<file path="src/rtl/vga_timing_gen_pkg.sv">
// Shared types and default 640x480@60 timing for the VGA raster generator.
// Screen coordinates travel to the framebuffer as a packed {x, y} pair.
package vga_timing_gen_pkg;

  typedef struct packed {
    logic [9:0] x;
    logic [9:0] y;
  } screen_xy_t;

  localparam int VGA_CLK_DIV    = 2;
  localparam int VGA_H_ACTIVE   = 640;
  localparam int VGA_H_FP       = 16;
  localparam int VGA_H_SYNC     = 96;
  localparam int VGA_H_BP       = 48;
  localparam int VGA_H_TOTAL    = VGA_H_ACTIVE + VGA_H_FP + VGA_H_SYNC + VGA_H_BP;
  localparam int VGA_V_ACTIVE   = 480;
  localparam int VGA_V_FP       = 10;
  localparam int VGA_V_SYNC     = 2;
  localparam int VGA_V_BP       = 33;
  localparam int VGA_V_TOTAL    = VGA_V_ACTIVE + VGA_V_FP + VGA_V_SYNC + VGA_V_BP;
  localparam int VGA_FB_LATENCY = 1;

  // {hs, vs, valid} while nothing is being displayed
  localparam logic [2:0] SYNC_IDLE = 3'b110;

endpackage

</file>
<file path="src/rtl/vga_timing_gen_if.sv">
// Link between the raster generator, the framebuffer and the VGA pins.
// master = timing generator, slave = framebuffer / pin consumer.
interface vga_timing_gen_if;
  import vga_timing_gen_pkg::*;

  screen_xy_t coords;
  logic       coords_valid;
  logic       new_frame;
  logic [2:0] color_in;
  logic       vga_hs;
  logic       vga_vs;
  logic       vga_blank_n;
  logic [2:0] vga_rgb;

  modport master (
    output coords, coords_valid, new_frame, vga_hs, vga_vs, vga_blank_n, vga_rgb,
    input  color_in
  );

  modport slave (
    input  coords, coords_valid, new_frame, vga_hs, vga_vs, vga_blank_n, vga_rgb,
    output color_in
  );

endinterface

</file>
<file path="src/rtl/vga_timing_gen_sync_delay.sv">
// Register shift line that reloads INIT on reset; matches sync/blank to the
// framebuffer read latency.
module vga_sync_delay
  import vga_timing_gen_pkg::*;
#(
  parameter int               WIDTH = 3,
  parameter int               DEPTH = 1,
  parameter logic [WIDTH-1:0] INIT  = SYNC_IDLE
) (
  input  logic             Clk,
  input  logic             Reset,
  input  logic [WIDTH-1:0] d,
  output logic [WIDTH-1:0] q
);

  logic [WIDTH-1:0] line [DEPTH];

  always_ff @(posedge Clk) begin
    if (Reset) begin
      for (int i = 0; i < DEPTH; i++) line[i] <= INIT;
    end else begin
      line[0] <= d;
      for (int i = 1; i < DEPTH; i++) line[i] <= line[i-1];
    end
  end

  assign q = line[DEPTH-1];

endmodule

</file>
<file path="src/rtl/vga_timing_gen.sv">
// VGA raster timing: pixel divider, h/v counters, sync decode, new_frame pulse,
// and the pin register that joins the framebuffer colour with delayed sync/blank.
module vga_timing_gen
  import vga_timing_gen_pkg::*;
#(
  parameter int CLK_DIV    = VGA_CLK_DIV,
  parameter int H_ACTIVE   = VGA_H_ACTIVE,
  parameter int H_FP       = VGA_H_FP,
  parameter int H_SYNC     = VGA_H_SYNC,
  parameter int H_BP       = VGA_H_BP,
  parameter int V_ACTIVE   = VGA_V_ACTIVE,
  parameter int V_FP       = VGA_V_FP,
  parameter int V_SYNC     = VGA_V_SYNC,
  parameter int V_BP       = VGA_V_BP,
  parameter int FB_LATENCY = VGA_FB_LATENCY
) (
  input  logic             Clk,
  input  logic             Reset,
  vga_timing_gen_if.master vga
);

  localparam int H_TOTAL = H_ACTIVE + H_FP + H_SYNC + H_BP;
  localparam int V_TOTAL = V_ACTIVE + V_FP + V_SYNC + V_BP;
  localparam int DIV_W   = (CLK_DIV > 1) ? $clog2(CLK_DIV) : 1;

  localparam logic [DIV_W-1:0] DIV_LAST = DIV_W'(CLK_DIV - 1);
  localparam logic [DIV_W-1:0] DIV_ONE  = DIV_W'(1);
  localparam logic [9:0] H_LAST   = 10'(H_TOTAL - 1);
  localparam logic [9:0] V_LAST   = 10'(V_TOTAL - 1);
  localparam logic [9:0] H_ACT    = 10'(H_ACTIVE);
  localparam logic [9:0] V_ACT    = 10'(V_ACTIVE);
  localparam logic [9:0] HS_START = 10'(H_ACTIVE + H_FP);
  localparam logic [9:0] HS_END   = 10'(H_ACTIVE + H_FP + H_SYNC);
  localparam logic [9:0] VS_START = 10'(V_ACTIVE + V_FP);
  localparam logic [9:0] VS_END   = 10'(V_ACTIVE + V_FP + V_SYNC);
  // Last line before vsync; its final pixel step lands on VS_START
  localparam logic [9:0] NF_LINE  = 10'(V_ACTIVE + V_FP - 1);

  logic [DIV_W-1:0] div_cnt;
  logic             pix_ce;
  logic [9:0]       hcnt;
  logic [9:0]       vcnt;
  logic             hs_raw;
  logic             vs_raw;
  logic             valid_raw;
  logic [2:0]       sync_d;

  assign pix_ce = (div_cnt == DIV_LAST);

  always_ff @(posedge Clk) begin
    if (Reset || pix_ce) div_cnt <= '0;
    else                 div_cnt <= div_cnt + DIV_ONE;
  end

  always_ff @(posedge Clk) begin
    if (Reset) begin
      hcnt <= '0;
      vcnt <= '0;
    end else if (pix_ce) begin
      if (hcnt == H_LAST) begin
        hcnt <= '0;
        vcnt <= (vcnt == V_LAST) ? 10'd0 : vcnt + 10'd1;
      end else begin
        hcnt <= hcnt + 10'd1;
      end
    end
  end

  // Registered so the pulse is seen together with the first vsync line
  always_ff @(posedge Clk) begin
    if (Reset) vga.new_frame <= 1'b0;
    else       vga.new_frame <= pix_ce && (hcnt == H_LAST) && (vcnt == NF_LINE);
  end

  assign hs_raw    = !((hcnt >= HS_START) && (hcnt < HS_END));
  assign vs_raw    = !((vcnt >= VS_START) && (vcnt < VS_END));
  assign valid_raw = (hcnt < H_ACT) && (vcnt < V_ACT);

  assign vga.coords       = {hcnt, vcnt};
  assign vga.coords_valid = valid_raw;

  vga_sync_delay #(
    .WIDTH (3),
    .DEPTH (FB_LATENCY),
    .INIT  (SYNC_IDLE)
  ) u_sync_delay (
    .Clk   (Clk),
    .Reset (Reset),
    .d     ({hs_raw, vs_raw, valid_raw}),
    .q     (sync_d)
  );

  always_ff @(posedge Clk) begin
    if (Reset) begin
      vga.vga_hs      <= 1'b1;
      vga.vga_vs      <= 1'b1;
      vga.vga_blank_n <= 1'b0;
      vga.vga_rgb     <= 3'b000;
    end else begin
      vga.vga_hs      <= sync_d[2];
      vga.vga_vs      <= sync_d[1];
      vga.vga_blank_n <= sync_d[0];
      vga.vga_rgb     <= sync_d[0] ? vga.color_in : 3'b000;
    end
  end

endmodule
</file>
<file path="src/flat_wrapper.sv">
// flat-port wrapper written by rule: the top's interface ports become plain ports
module vga_timing_gen_flat import vga_timing_gen_pkg::*;
#(
  parameter int CLK_DIV    = VGA_CLK_DIV,
  parameter int H_ACTIVE   = VGA_H_ACTIVE,
  parameter int H_FP       = VGA_H_FP,
  parameter int H_SYNC     = VGA_H_SYNC,
  parameter int H_BP       = VGA_H_BP,
  parameter int V_ACTIVE   = VGA_V_ACTIVE,
  parameter int V_FP       = VGA_V_FP,
  parameter int V_SYNC     = VGA_V_SYNC,
  parameter int V_BP       = VGA_V_BP,
  parameter int FB_LATENCY = VGA_FB_LATENCY
)
  (Clk, Reset, vga_coords, vga_coords_valid, vga_new_frame, vga_vga_hs, vga_vga_vs, vga_vga_blank_n, vga_vga_rgb, vga_color_in);
  vga_timing_gen_if vga_i ();
  input  logic Clk;
  input  logic Reset;
  output wire logic [$bits(vga_i.coords)-1:0] vga_coords;
  output wire logic [$bits(vga_i.coords_valid)-1:0] vga_coords_valid;
  output wire logic [$bits(vga_i.new_frame)-1:0] vga_new_frame;
  output wire logic [$bits(vga_i.vga_hs)-1:0] vga_vga_hs;
  output wire logic [$bits(vga_i.vga_vs)-1:0] vga_vga_vs;
  output wire logic [$bits(vga_i.vga_blank_n)-1:0] vga_vga_blank_n;
  output wire logic [$bits(vga_i.vga_rgb)-1:0] vga_vga_rgb;
  input wire logic [$bits(vga_i.color_in)-1:0] vga_color_in;
  assign vga_coords = vga_i.coords;
  assign vga_coords_valid = vga_i.coords_valid;
  assign vga_new_frame = vga_i.new_frame;
  assign vga_vga_hs = vga_i.vga_hs;
  assign vga_vga_vs = vga_i.vga_vs;
  assign vga_vga_blank_n = vga_i.vga_blank_n;
  assign vga_vga_rgb = vga_i.vga_rgb;
  assign vga_i.color_in = vga_color_in;
  vga_timing_gen #(.CLK_DIV(CLK_DIV), .H_ACTIVE(H_ACTIVE), .H_FP(H_FP), .H_SYNC(H_SYNC), .H_BP(H_BP), .V_ACTIVE(V_ACTIVE), .V_FP(V_FP), .V_SYNC(V_SYNC), .V_BP(V_BP), .FB_LATENCY(FB_LATENCY)) u_core (.Clk(Clk), .Reset(Reset), .vga(vga_i));
endmodule
</file>
<file path="config.mk">
export PLATFORM = sky130hd
export DESIGN_NAME = vga_timing_gen_flat
export DESIGN_NICKNAME = d
export VERILOG_FILES = /design/src/rtl/vga_timing_gen_pkg.sv /design/src/rtl/vga_timing_gen_if.sv /design/src/rtl/vga_timing_gen_sync_delay.sv /design/src/rtl/vga_timing_gen.sv /design/src/flat_wrapper.sv
export SDC_FILE = /design/constraint.sdc
export NUM_CORES = 1
export LEC_CHECK = 0
export ABC_AREA = 0
export CORE_UTILIZATION = 44
export CTS_CLUSTER_SIZE = 8
export DETAILED_ROUTE_END_ITERATION = 8
export GPL_TIMING_DRIVEN = 0
export PLACE_DENSITY = 0.75
export SLEW_MARGIN = 20
export SYNTH_ARGS = -nofsm -noshare
export SYNTH_HDL_FRONTEND = slang
export SYNTH_SLANG_ARGS = --single-unit
</file>
<file path="constraint.sdc">
create_clock -name Clk -period 1.9 [get_ports Clk]
set_input_delay 0.38 -clock Clk [delete_from_list [all_inputs] [get_ports Clk]]
set_output_delay 0.38 -clock Clk [all_outputs]
set_load 0.01 [all_outputs]
</file>
==> impl_metrics.ini, run 1 <==
[sta]
hold_ws_ns = 0.410
timing.final.ws_setup_ns = 0.0701
post-route-period-util_pct = 96.3
finalCriticalPeriod_ns = 1.83
rsz0062_at_grt = true
skew_ns = 0.00813
drv_slew = 0
setup_violations = 0
worst_pin_slew_ns = 0.497
max_freq_ghz = 0.546
hold_violations = 0
timing.slew.headroom_pct = 66.8

[logic_synthesis]
synth_top_area_share_pct = 43.8
netlist_area_um2 = 1420
synth_cell_types = 37
ys_ff_latch = 31
yosysWarnings = 0
ys_seq_area_share_pct = 43.8
netlist_top_cells_area = dfxtp_1, xnor2_1, ha_1, nor3_1, nor2_1
synth_nets = 161
synthCells = 151
syn_area_per_cell_um2 = 9.39
yosys.area.top_type = dfxtp_1

[placement]
place_inst = 227
io_buffer_count = 32
placed_area_um2 = 1800
finalWeightedCongestion = 0.833
dpl.hpwl_um = 2200
post-place-ws_ns = -0.0813

[worst_setup_path]
cp_max_fo = 5
crit_path_cell_trace = and3_1 > nand2_2 > and3_1 > dlygate4sd2_1
crit_family = simple AND/OR/NAND/NOR gates
cpPeakStageDelay_ns = 0.38
critPathLaunchType = flop
arrival_ns = 1.45
r2r_slack_ns = 0.10
r2r-start = u_core.hcnt[5]
r2r_cells = 5
path_common_cell = and3_1
slowest_stage = dfxtp_2
timing.rr.end = u_core.vcnt[7]
worst-path-buf-inv = 1
crit_path_end_kind = primary output
cp_data_required_time_ns = 1.52
critPathKind = flop to primary output

[grt]
antenna_found_initial = 0
grt_pass1_vias = 1149
grt_max_degree = 11
grt_usage_pct = 20.0
grt_overflow_total = 0
grt_pass1_wl_um = 5140

[floorplanning]
core_area_um2 = 3050
rows = 20
ios = 33
die_area_um2 = 3450
die_y_um = 58.8
die_w_um = 58.8
start_util_pct = 46.4

[min_path]
min_from = u_core.u_sync_delay.line[0][2]
holdPathStages = 1
worstHoldEndpoint = u_core.vga.vga_hs
hp-class = flop to flop

[final_layout]
finalInstanceArea_um2 = 1940
drive_gt1_share_pct = 17.7
syn_to_final_growth_pct = 36.7
final_cells = 236
fin_nets = 201
diodes = 0

[route]
drcViolationCount = 0
dr.pass1.iters = 4
wirelength_um = 3070
drtIter0Drc = 43
wl_per_cell_um = 13.0
vias = 1218
final_antenna_net_count = 0
via_per_inst = 5.16

[power_and_ir_drop]
totalPowerFinal_mw = 1.26
power.density_nw_per_um2 = 651
leakagePower_nw = 0.688
ir_worst_vdd_uv = 415

[outcome]
status = finished, final reports clean

[clocking]
clk_latency_ns = 0.33
cts_buffers = 5
cts_tree = built
postCtsHoldBufs = 0
clockRootBuffer = clkbuf_4
clock_path_buffers = 2
htree_levels = 2
clock_sinks = 31
clk_pin_slew_ns = 0.10

[job]
maxCapViolCount = 0
## cell usage after synthesis, drive strengths merged
master / count
a211oi: 1
o311ai: 1
nand4bb: 2
nand4b: 1
mux2i: 2
o21bai: 1
nand2b: 1
and2: 3
nor4: 6
xor2: 4
and4b: 1
nor2b: 2
clkbuf: 2
nand3b: 1
inv: 5
buf: 5
ha: 5
or3: 3
o21ai: 3
and3: 4
or2: 3
dfxtp: 31
nand3: 8
or4: 2
nor3: 10
nand4: 4
and4: 1
nor4b: 1
xnor2: 9
nand2: 10
a21oi: 7
nor2: 12
## power breakdown
| group | internal (mW) | switching, mW |
|---|---|---|
| Combinational | 0.0344 | 0.0291 |
| Sequential | 0.659 | 0.00869 |
| Clock | 0.311 | 0.220 |
## repair_timing
action,4_1_cts,5_1_grt
endpoints found under the setup margin,3,10
hold endpoints to repair,0,0
gates cloned,0,0
pin swaps,1,2
setup buffers,0,2
gates resized for setup,4,10
## how the worst max path moves through the flow
stage                   start          endpoint  slack (ns)  depth (start not counted)
3_5_place_dp   u_core.hcnt[1]    u_core.vcnt[7]       -0.08                          5
5_1_grt        u_core.vcnt[6]  vga_coords_valid       -0.01                          4
2_1_floorplan  u_core.hcnt[1]    u_core.vcnt[7]        0.01                          5
6_report       u_core.vcnt[6]  vga_coords_valid        0.07                          4
4_1_cts        u_core.vcnt[6]  vga_coords_valid        0.01                          4
3_3_place_gp   u_core.hcnt[1]    u_core.vcnt[9]       -0.02                          5
## layout make-up
class | instances | area (µm²)
repair buffers | 34 | 334
clock buffers | 6 | 51.3
clock inverters | 2 | 35.0
multi-input cells | 108 | 774
flip-flops and latches | 31 | 632
fillers | 278 | 1110
well taps | 44 | 55.1
inverters | 5 | 18.8
plain buffers | 6 | 37.5
## worst register-to-register path, stage by stage, from the launching register on
cell and delay [ns]:
dfxtp_1 0.31, buf_2 0.16, nand4bb_1 0.19, or4_4 0.59, or3_1 0.35, a21oi_2 0.14
## registers in the layout (all words and copies together) (netlist names)
register / count
u_core.hcnt: 10
u_core.vga.vga_hs: 1
u_core.vcnt: 10
u_core.vga.vga_blank_n: 1
u_core.vga.vga_vs: 1
u_core.div_cnt: 1
u_core.u_sync_delay.line: 3
u_core.vga.new_frame: 1
u_core.vga.vga_rgb: 3
## stage by stage
stage | util (%) | setup TNS (ns)
finish | 63.5 | 0
detailed placement | 58.9 | -0.136
global route | 63.5 | -0.0103
floorplan | - | 0
global placement | 58.9 | -0.0274
CTS | 61.8 | 0
## logic make-up after synthesis
family / after synthesis / synth area share, %
simple gates: 75 / 32.3
flops: 31 / 43.8
compound gates: 13 / 6.00
xor+xnor: 13 / 8.03
buf+inv: 12 / 4.06
fa+ha+maj: 5 / 4.41
mux: 2 / 1.41
## metal layers
layer | vias to the layer above | global-route usage (%) | wire length, µm
li1 | 610 | - | -
met1 | 573 | 23.8 | 1410
met2 | 29 | 33.3 | 1500
met3 | 6 | 5.49 | 120
met4 | 0 | 9.18 | 42
met5 | - | 0 | 0
## cells in the final DEF, fill, tap and decap left out, types with 4 or more instances in the layout
cell / instances
xor2_1: 4
nor4_1: 5
nand3_1: 8
xnor2_1: 9
dfxtp_1: 26
nor3_1: 9
ha_1: 4
inv_1: 5
clkdlybuf4s50_1: 31
nor2_1: 12
clkbuf_4: 6
nand2_1: 9
and3_1: 4
a21oi_1: 6
No activity file was read; power rests on OpenSTA's default activity.
==> run 2, diff against run 1 <==
PLACE_DENSITY = 0.74   (was 0.75)
SYNTH_HIERARCHICAL = 1   (was unset)
TNS_END_PERCENT = 1   (was unset)
==> run 2 against run 1 <==
Net effect: combinational power up 1%; via count up 1.1%; non-clock buffer count down 3; total power down 7.6%; clock skew down 0.0013 ns; critical endpoint is now vga_coords[15]; global-route usage down 0.83 points; clock power down 18%; clock-buffer cell count up 2; sequential share of layout area up 0.86 points.
==> impl_metrics.ini, run 2 <==
[logic_synthesis]
synth_compound_area_share_pct = 9.21
yosys.area_share.simple_pct = 30.6
ys_seq_area_share_pct = 43.5
synthTopCellsByCount = dfxtp_1, nor2_1
yosys.area.top_type = dfxtp_1
ys_ff_latch = 31
synth_ff_type = dfxtp_1
synth_top_area_share_pct = 43.5
synth_top_family_by_area = simple AND/OR/NAND/NOR gates
synthAdderAreaFrac_pct = 5.26
synthCells = 152
synthXorXnorAreaFrac_pct = 6.14
syn_area_per_cell_um2 = 9.38
yosysWarnings = 6
async_reset_ff_share_pct = 0
synthMuxAreaShare_pct = 0.702
synth_edf_count = 0
synth_cell_types = 42
yosysMostFrequentCell = dfxtp_1
netlist_top_cells_area = dfxtp_1, ha_1, xnor2_1, a21oi_1, nor3_1
synth_nets = 163
netlist_area_um2 = 1430

[worst_setup_path]
cpPeakStageDelay_ns = 0.60
crit_path_cell_trace = clkdlybuf4s50_1
critPathKind = flop to primary output
critPathLaunchType = flop
cp_data_required_time_ns = 1.52
arrival_ns = 1.43
crit_family = buffers and inverters
crit_path_end_kind = primary output
slowest_stage = clkdlybuf4s50_1
worst-path-buf-inv = 1
cp-startpoint = u_core/hcnt[5]
cp_max_fo = 7
r2r-start = u_core/hcnt[0]

[placement]
place_inst = 228
post-place-ws_ns = -0.0956
io_buffer_count = 32
finalWeightedCongestion = 0.810
dpl.hpwl_um = 2160

[floorplanning]
start_util_pct = 46.7
die_w_um = 58.9
rows = 20
die_area_um2 = 3470
core_area_um2 = 3050
die_y_um = 58.9
ios = 33

[route]
drtIter0Drc = 31
final_antenna_net_count = 0
dr.pass1.iters = 4
wirelength_um = 2940
vias = 1232
via_per_inst = 5.22
wl_per_cell_um = 12.5
drcViolationCount = 0

[grt]
grt_pass1_vias = 1115
grt_pass1_wl_um = 4890
grt_max_degree = 11
grt_usage_pct = 19.1
antenna_found_initial = 0
grt_overflow_total = 0

[clocking]
clockRootBuffer = clkbuf_4
clock_path_buffers = 2
post_cts_buffers = 0
clock_sinks = 31
htree_levels = 2
cts_tree = built
clk_pin_slew_ns = 0.09
clk_latency_ns = 0.33
cts_buffers = 5

[sta]
hold_violations = 0
post-route-period-util_pct = 95.1
tns_ns = 0
rsz0062_at_grt = false
timing.slew.headroom_pct = 62.0
timing.final.ws_setup_ns = 0.0923
setup_violations = 0
worst_pin_slew_ns = 0.562
finalCriticalPeriod_ns = 1.81
max_freq_ghz = 0.553
skew_ns = 0.00680
drv_slew = 0

[final_layout]
fin_nets = 202
drive_gt1_share_pct = 14.6
syn_to_final_growth_pct = 31.6
diodes = 0
reg_top3 = u_core/hcnt (10), u_core/vcnt (10)
final_util_pct = 61.5
final_common_cell = clkdlybuf4s50_1
final_cells = 236
layout_common_cells = clkdlybuf4s50_1, dfxtp_1, nor2_1

[min_path]
min_from = u_core/u_sync_delay/line[0][2]
hp-class = flop to flop

[power_and_ir_drop]
totalPowerFinal_mw = 1.17
leakagePower_nw = 0.638
power.density_nw_per_um2 = 621
ir_worst_vdd_uv = 433

[job]
maxCapViolCount = 0

[outcome]
status = finished, final reports clean
==> run 2: cell count changes after synthesis, moves of 3 or more <==
cell	change
xnor2_1	-3
nand4_1	+3
or4_1	+3
nor2_1	-3
buf_2	-3
and3_1	-3
inv_1	+3
o31ai_1	+4
nor4_1	-4
==> run 2: where the power goes <==
group          switching, mW  internal [mW]  leakage, nW
logic                 0.0286         0.0355        0.345
clock network          0.218          0.217       0.0386
registers            0.00669          0.659        0.255
total                  0.253          0.912        0.638
==> run 2: cells by family (layout without fill, tap and decap cells) <==
logic type                 count (synthesis)  after routing
AOI/OAI and AO/OA                         21             21
muxes                                      1              1
buffers and inverters                     13             53
xor gates and xnor gates                  10             10
adders and majority gates                  6              6
and+or+nand+nor                           70             70
DFF                                       31             31
==> run 2: per-stage QoR <==
| step | instance area [µm²] | hold WS, ns |
|---|---|---|
| after floorplan | 1430 | 0.389 |
| after global placement | 1800 | 0.393 |
| after detailed placement | 1800 | 0.397 |
| after CTS | 1880 | 0.419 |
| after global routing | 1880 | 0.437 |
| final | 1880 | 0.417 |
==> run 2: what timing repair did <==
action	in CTS	in global routing
hold buffers	0	0
resized for setup	7	0
setup endpoints to repair	1	0
==> run 2: area by class of cell <==
class / count / area, µm²
Multi-Input combinational cell: 108 / 741
Inverter: 8 / 30.0
Clock buffer: 8 / 68.8
Sequential cell: 31 / 628
Timing Repair Buffer: 32 / 319
Buffer: 5 / 35.0
Tap cell: 44 / 55.1
Fill cell: 280 / 1180
==> run 2: worst register-to-register path, cell delays in order (launching register included) <==
cell and delay [ns]:
dfxtp_1 0.41, ha_1 0.24, and3_4 0.24, nand4_2 0.18
or4_4 0.52, a21oi_2 0.13
==> run 2: routing by layer <==
layer / GRT usage [%] / wire length (µm)
met1: 23.7 / 1390
met2: 30.7 / 1360
met3: 3.96 / 128
met4: 11.2 / 68
met5: 0 / 0
==> run 2: worst paths after layout <==
kind                       endpoint  slack, ns  cells after the start
hold / removal    u_core/vga.vga_hs       0.42                      1
setup / recovery     vga_coords[15]       0.09                      1
setup reg to reg     u_core/vcnt[8]       0.12                      5
hold reg to reg   u_core/vga.vga_hs       0.42                      1
==> RTL change 1 (config.mk and constraints of run 2) <==
Reset style: asynchronous (`Reset`), changed in 4 clocked blocks.
--- a/src/rtl/vga_timing_gen_sync_delay.sv
+++ b/src/rtl/vga_timing_gen_sync_delay.sv
@@ -15,7 +15,7 @@
 
   logic [WIDTH-1:0] line [DEPTH];
 
-  always_ff @(posedge Clk) begin
+  always_ff @(posedge Clk or posedge Reset) begin
     if (Reset) begin
       for (int i = 0; i < DEPTH; i++) line[i] <= INIT;
     end else begin
--- a/src/rtl/vga_timing_gen.sv
+++ b/src/rtl/vga_timing_gen.sv
@@ -52,7 +52,7 @@
     else                 div_cnt <= div_cnt + DIV_ONE;
   end
 
-  always_ff @(posedge Clk) begin
+  always_ff @(posedge Clk or posedge Reset) begin
     if (Reset) begin
       hcnt <= '0;
       vcnt <= '0;
@@ -67,7 +67,7 @@
   end
 
   // Registered so the pulse is seen together with the first vsync line
-  always_ff @(posedge Clk) begin
+  always_ff @(posedge Clk or posedge Reset) begin
     if (Reset) vga.new_frame <= 1'b0;
     else       vga.new_frame <= pix_ce && (hcnt == H_LAST) && (vcnt == NF_LINE);
   end
@@ -90,7 +90,7 @@
     .q     (sync_d)
   );
 
-  always_ff @(posedge Clk) begin
+  always_ff @(posedge Clk or posedge Reset) begin
     if (Reset) begin
       vga.vga_hs      <= 1'b1;
       vga.vga_vs      <= 1'b1;
Check against the original RTL: differs if Reset is asserted again (counterexample within 4 cycles, from zero or initial values and one cycle with Reset high); with Reset held inactive, the same outputs for 10 cycles.
==> RTL change 1 against run 2 <==
The flow now finishes with violations (negative setup slack). Sequential cell count is the same. Worst setup slack lost 0.17 ns. Cell area up 8.9%. Die area increased by 1.1%. Non-clock buffer count rose by 17. Worst hold slack worse by 0.16 ns. Clock skew up 0.0099 ns. Area after synthesis grew 1.1%. Critical path depth rose by 4. Wire length is 11% higher. Utilization rose by 4.9 points. Critical endpoint is now u_core/vcnt[3]. Largest cell class is now flip-flops and latches.
Power is not compared: it rests on default switching activity, and its combinational part moved more than twofold at a synthesized area within 25%.
==> RTL change 1: results (changes against run 2) <==
----------------------------------------------------
[Status]
  Run status ... complete, but fails checks
  Violations in the final reports ... negative setup slack

[Finish]
  Final-stage net count ... 199 (-1.5%)
  Ratio of cells with drive above 1 in the final layout ... 24.3% (+9.8 points)
  Total inserted antenna cells ... 0 (unchanged)
  Biggest registers after layout ... u_core/hcnt (10), u_core/vcnt (10)
  Final standard cell count with taps included and fillers excluded ... 233 (-1.3%)

[Placed design]
  Post-detailed-placement half-perimeter wirelength ... 2010 um (-7.1%)
  DP Area ... 1820 um^2 (+0.90%)
  Placed cell count ... 208 (-8.8%)
  I/O Buffers ... 32 (unchanged)
  Placer congestion estimate ... 0.870 (+7.4%)

[Timing]
  Worst path setup slack after routing ... -0.0793 ns (-0.172 ns)
  Worst clock skew on the final layout ... 0.0167 ns (+0.00987 ns)
  Final slew viol count ... 0 (unchanged)
  Final setup violating endpoints ... 2 (+2)
  TNS Setup ... -0.105 ns (-0.105 ns)
  Transition time at the pin with the least slew margin ... 0.554 ns (-0.00809 ns)

[Clock tree]
  Number of H-tree levels ... 2 (unchanged)
  Maximum buffer depth of the clock tree ... 2 (unchanged)
  Clk_lat worst skew ... between 0.3 and 0.4 ns
  Clk root buf ... clkbuf_4
  Clock edge transition at the registers on the reported setup and hold paths ... 0.11 ns (+0.02 ns)
  Number of buffers created by CTS ... 5 (unchanged)

[Logic synthesis]
  Most frequent cells after synthesis ... dfrtp_1 (26), nand3_1 (10), nor2_1 (9)
  Fraction of the yosys area taken by sequential cells ... 53.8% (+10 points)
  Syn Inst Count ... 132 (-13%)
  Distinct cell type count after synthesis ... 37 (-12%)
  Share of flip-flops with an asynchronous set or reset ... 96.8% (+97 points)
  Number of synthesis warnings ... 6 (unchanged)
  Biggest area contributors in the synthesized netlist ... dfrtp_1 (45%), dfstp_2 (7.3%), ha_1 (5.2%)
  Net count after synthesis ... 143 (-12%)

[Global routing]
  All-Layer GR Usage ... 20.8% (+1.6 points)
  Congestion Overflow GR ... 0 (unchanged)
  First-pass GRT wire length ... 5260 um (+7.5%)
  Pin count of the biggest net entering global routing ... 28 (+17)
  Number of antenna violations at the first check in global routing ... 0 (unchanged)

[Setup path]
  Kind of critical path ... reg2reg
  Worst Path Max Fanout ... 6 (-1)
  Critical Path End ... u_core/vcnt[3]
  Worst Reg-to-Reg Cells ... 5 (unchanged)
  Worst Path Arrival ... 2.20 ns (+0.77 ns)
  Source of the worst register-to-register timing path ... u_core/hcnt[7]
  Worst R2R Setup Slack ... -0.08 ns (-0.20 ns)

[Detailed routing]
  Final WL ... 3260 um (+11%)
  Detailed-routing iteration count for the pre-antenna-repair pass ... 5 (+1)
  Number of DRC violations after detailed routing ... 0 (unchanged)
  Total via count in the routed design ... 1230 (-0.16%)
  Iteration-0 DRC count of the detailed router ... 73 (+140%)

[Worst hold path]
  Hold Path Class ... in2async

[Power and ir drop]
  Reported leakage power ... 0.932 nW
  Peak supply drop ... 0.418 mV

----------------------------------------------------
## RTL change 1: cells by family (layout without fill, tap and decap cells)
logic type / Yosys count / in the layout / synth area share, %
simple gates: 59 / 59 / 24.9
flops: 31 / 31 / 53.8
compound gates: 13 / 13 / 5.98
buf+inv: 12 / 69 / 3.38
xor+xnor: 10 / 10 / 6.07
fa+ha+maj: 6 / 6 / 5.20
mux: 1 / 1 / 0.694
## RTL change 1: per-layer routing
metal | share of wire [%] | track usage (%) | vias up
met1 | 45 | 23.9 | 596
li1 | - | - | 574
met3 | 5.7 | 7.21 | 8
met2 | 47 | 34.3 | 52
met4 | 1.9 | 10.2 | 0
met5 | 0 | 0 | -
## RTL change 1: stage by stage
step                      worst slack [ns]  hold slack [ns]  total power, mW
after floorplan                    -0.0467            0.132            0.925
after global placement              -0.146            0.347             1.07
after detailed placement            -0.163            0.348             1.07
after CTS                          -0.0493            0.242             1.47
after global routing               -0.0993            0.254             1.53
final                              -0.0793            0.261             1.46
## RTL change 1: timing repair
item,4_1_cts,5_1_grt
resized for setup,10,10
hold buffers,0,0
setup endpoints to repair,12,12
pin swaps,2,1
buffers inserted,13,4
## RTL change 1: worst max-delay path: stages, from the launching register on
cell and delay [ns]:
dfrtp_2 0.43, or4b_1 0.52, buf_6 0.16, or3_4 0.37, a21o_1 0.17, a22o_1 0.21
## RTL change 1: report_power, final
group / leakage (nW) / switching, mW / internal (mW)
clock: 0.0272 / 0.241 / 0.141
sequential: 0.385 / 0.0426 / 0.713
combinational: 0.519 / 0.158 / 0.163
total: 0.932 / 0.442 / 1.02
## RTL change 1: worst min-delay path by stage
stage / start / end / slack (ns) / cells after the start
after floorplan: Reset / u_core/u_sync_delay/q[0] / 0.13 / 1
after global placement: u_core/u_sync_delay/q[1] / u_core/vga.vga_vs / 0.35 / 0
after detailed placement: u_core/u_sync_delay/q[1] / u_core/vga.vga_vs / 0.35 / 0
after CTS: Reset / u_core/u_sync_delay/q[0] / 0.24 / 2
after global routing: Reset / u_core/u_sync_delay/q[0] / 0.25 / 2
final: Reset / u_core/u_sync_delay/q[0] / 0.26 / 2
## RTL change 1: area by class of cell
cell class                 count  area [um^2]
sequential                    31          778
multi-input combinational     89          641
clock buffer                   5         37.5
timing repair buffer          49          449
fill                         264         1030
inverter                       7         26.3
tap                           44         55.1
buffer                         5         36.3
clock inverter                 3         20.0
==> RTL change 2 (config.mk and constraints of run 2) <==
Without the edit above. The package constant `VGA_FB_LATENCY` goes from 1 to 2.
--- a/src/rtl/vga_timing_gen_pkg.sv
+++ b/src/rtl/vga_timing_gen_pkg.sv
@@ -18,7 +18,7 @@
   localparam int VGA_V_SYNC     = 2;
   localparam int VGA_V_BP       = 33;
   localparam int VGA_V_TOTAL    = VGA_V_ACTIVE + VGA_V_FP + VGA_V_SYNC + VGA_V_BP;
-  localparam int VGA_FB_LATENCY = 1;
+  localparam int VGA_FB_LATENCY = 2;
 
   // {hs, vs, valid} while nothing is being displayed
   localparam logic [2:0] SYNC_IDLE = 3'b110;
Check against the original RTL: not equivalent (Yosys sat finds a counterexample within 4 cycles, from zero or initial values and one cycle with Reset high).
==> RTL change 2 against run 2 <==
Cell area up 6.1%. Total power up 10%. Worst setup slack worse by 0.026 ns. Area after synthesis up 7.1%. Combinational power about the same. Sequential cell count up 3. Wire length up 5.0%. Worst hold slack worse by 0.0046 ns. Sequential power up 9.6%. Fmax down 1.4%.
==> RTL change 2: results (changes against run 2) <==
----------------------------------------------------
[Detailed routing]
  Detailed-route wire length per cell ... 12.5 um (+0.32%)
  Iteration-0 DRC count of the detailed router ... 36 (+16%)
  Via density per instance ... 5.09 (-2.4%)

[Power and ir drop]
  Switching part of the total power ... 21.3% (-0.42 points)
  Peak supply drop ... 0.603 mV (+39%)
  Reported leakage power ... 0.685 nW (+7.4%)

[Logic synthesis]
  Fraction of the yosys area taken by sequential cells ... 44.6% (+1.0 points)
  Most frequent cells after synthesis ... dfxtp_1 (34), nor2_1 (9)
  Net count after synthesis ... 172 (+5.5%)
  Most used DFF post-synth ... dfxtp_1
  Biggest area contributors in the synthesized netlist ... dfxtp_1 (45%), ha_1 (4.9%), xnor2_1 (3.4%)

[Placed design]
  Placer congestion estimate ... 0.817 (+0.89%)
  Place WS ... -0.145 ns (-0.0490 ns)
  Post-detailed-placement half-perimeter wirelength ... 2230 um (+3.5%)

[Clock tree]
  Setup Buffers After CTS ... 0 (unchanged)
  Clock edge transition at the registers on the reported setup and hold paths ... 0.11 ns (+0.02 ns)
  Maximum buffer depth of the clock tree ... 2 (unchanged)

[Global routing]
  All-Layer GR Usage ... 18.8% (-0.33 points)
  First-pass GRT wire length ... 5030 um (+2.8%)
  Via count of the first global-routing pass ... 1123 (+0.72%)

[Status]
  Run status ... completed

[Finish]
  Biggest registers after layout ... u_core/hcnt (10), u_core/vcnt (10), u_core/u_sync_delay/line (6)
  Final-stage net count ... 211 (+4.5%)
  Ratio of cells with drive above 1 in the final layout ... 15.9% (+1.3 points)

[Timing]
  Transition time at the pin with the least slew margin ... 0.464 ns (-0.0986 ns)

----------------------------------------------------
## RTL change 2: cell types whose count changed in the layout (fill, tap and decap cells not counted)
cell | before | now
o21ai_0 | 3 | 2
o21ai_1 | 2 | 3
dfxtp_1 | 25 | 28
or2_1 | 2 | 4
nor2b_1 | 2 | 3
clkbuf_1 | 3 | 2
clkbuf_8 | 2 | 3
buf_4 | 0 | 3
## RTL change 2: cells by family after synthesis
kind of cell	after synthesis	share of synthesized area (%)
adders and majority gates	6	4.91
xor gates and xnor gates	10	5.73
muxes	1	0.655
and+or+nand+nor	73	29.8
buffers and inverters	16	5.73
DFF	34	44.6
AOI/OAI and AO/OA	21	8.60
## RTL change 2: repair_timing
action                                 4_1_cts  5_1_grt
endpoints found under the hold margin        0        0
resized for setup                            7        1
cloned                                       0        0
hold buffers                                 0        0
setup endpoints to repair                    1        5
## RTL change 2: per-layer routing
metal | share of wire, % | GRT usage (%)
met1 | 48 | 24.1
met4 | 1.7 | 6.82
met2 | 47 | 29.0
met3 | 3.6 | 7.04
met5 | 0 | 0
## RTL change 2: metrics by stage
step           area [um^2]  setup TNS, ns  std cells  util, %  power, mW
6_report              1990              0        247     59.7       1.28
5_1_grt               1990       -0.00468        247     59.7       1.35
4_1_cts               1990              0        247     59.6       1.30
3_5_place_dp          1910          -1.32        239     57.1      0.810
3_3_place_gp          1910          -1.46        239     57.1      0.808
2_1_floorplan         1530              0        161        -      0.780
## RTL change 2: area by class of cell
type / count / area (um^2)
Tap cell: 46 / 57.6
Multi-Input combinational cell: 111 / 759
Inverter: 8 / 30.0
Sequential cell: 34 / 688
Fill cell: 283 / 1350
Timing Repair Buffer: 32 / 319
Buffer: 8 / 57.6
Clock buffer: 8 / 78.8
## RTL change 2: worst paths after layout
| kind | from | end | slack [ns] | cells after the start |
|---|---|---|---|---|
| worst max register to register | u_core/hcnt[1] | u_core/vcnt[8] | 0.08 | 5 |
| worst min-delay path | u_core/u_sync_delay/line[0][2] | u_core/u_sync_delay/line[0][5] | 0.41 | 1 |
| worst min register to register | u_core/u_sync_delay/line[0][2] | u_core/u_sync_delay/line[0][5] | 0.41 | 1 |
| worst max-delay path | u_core/hcnt[5] | vga_coords[15] | 0.07 | 1 |
## RTL change 2: power by group through the flow
| stage | registers, mW | logic [mW] | clock network [mW] |
|---|---|---|---|
| 6_report | 0.730 | 0.0641 | 0.490 |
| 3_3_place_gp | 0.746 | 0.0627 | 0 |
| 5_1_grt | 0.732 | 0.0699 | 0.551 |
| 4_1_cts | 0.730 | 0.0646 | 0.503 |
| 2_1_floorplan | 0.749 | 0.0313 | 0 |
| 3_5_place_dp | 0.746 | 0.0641 | 0 |
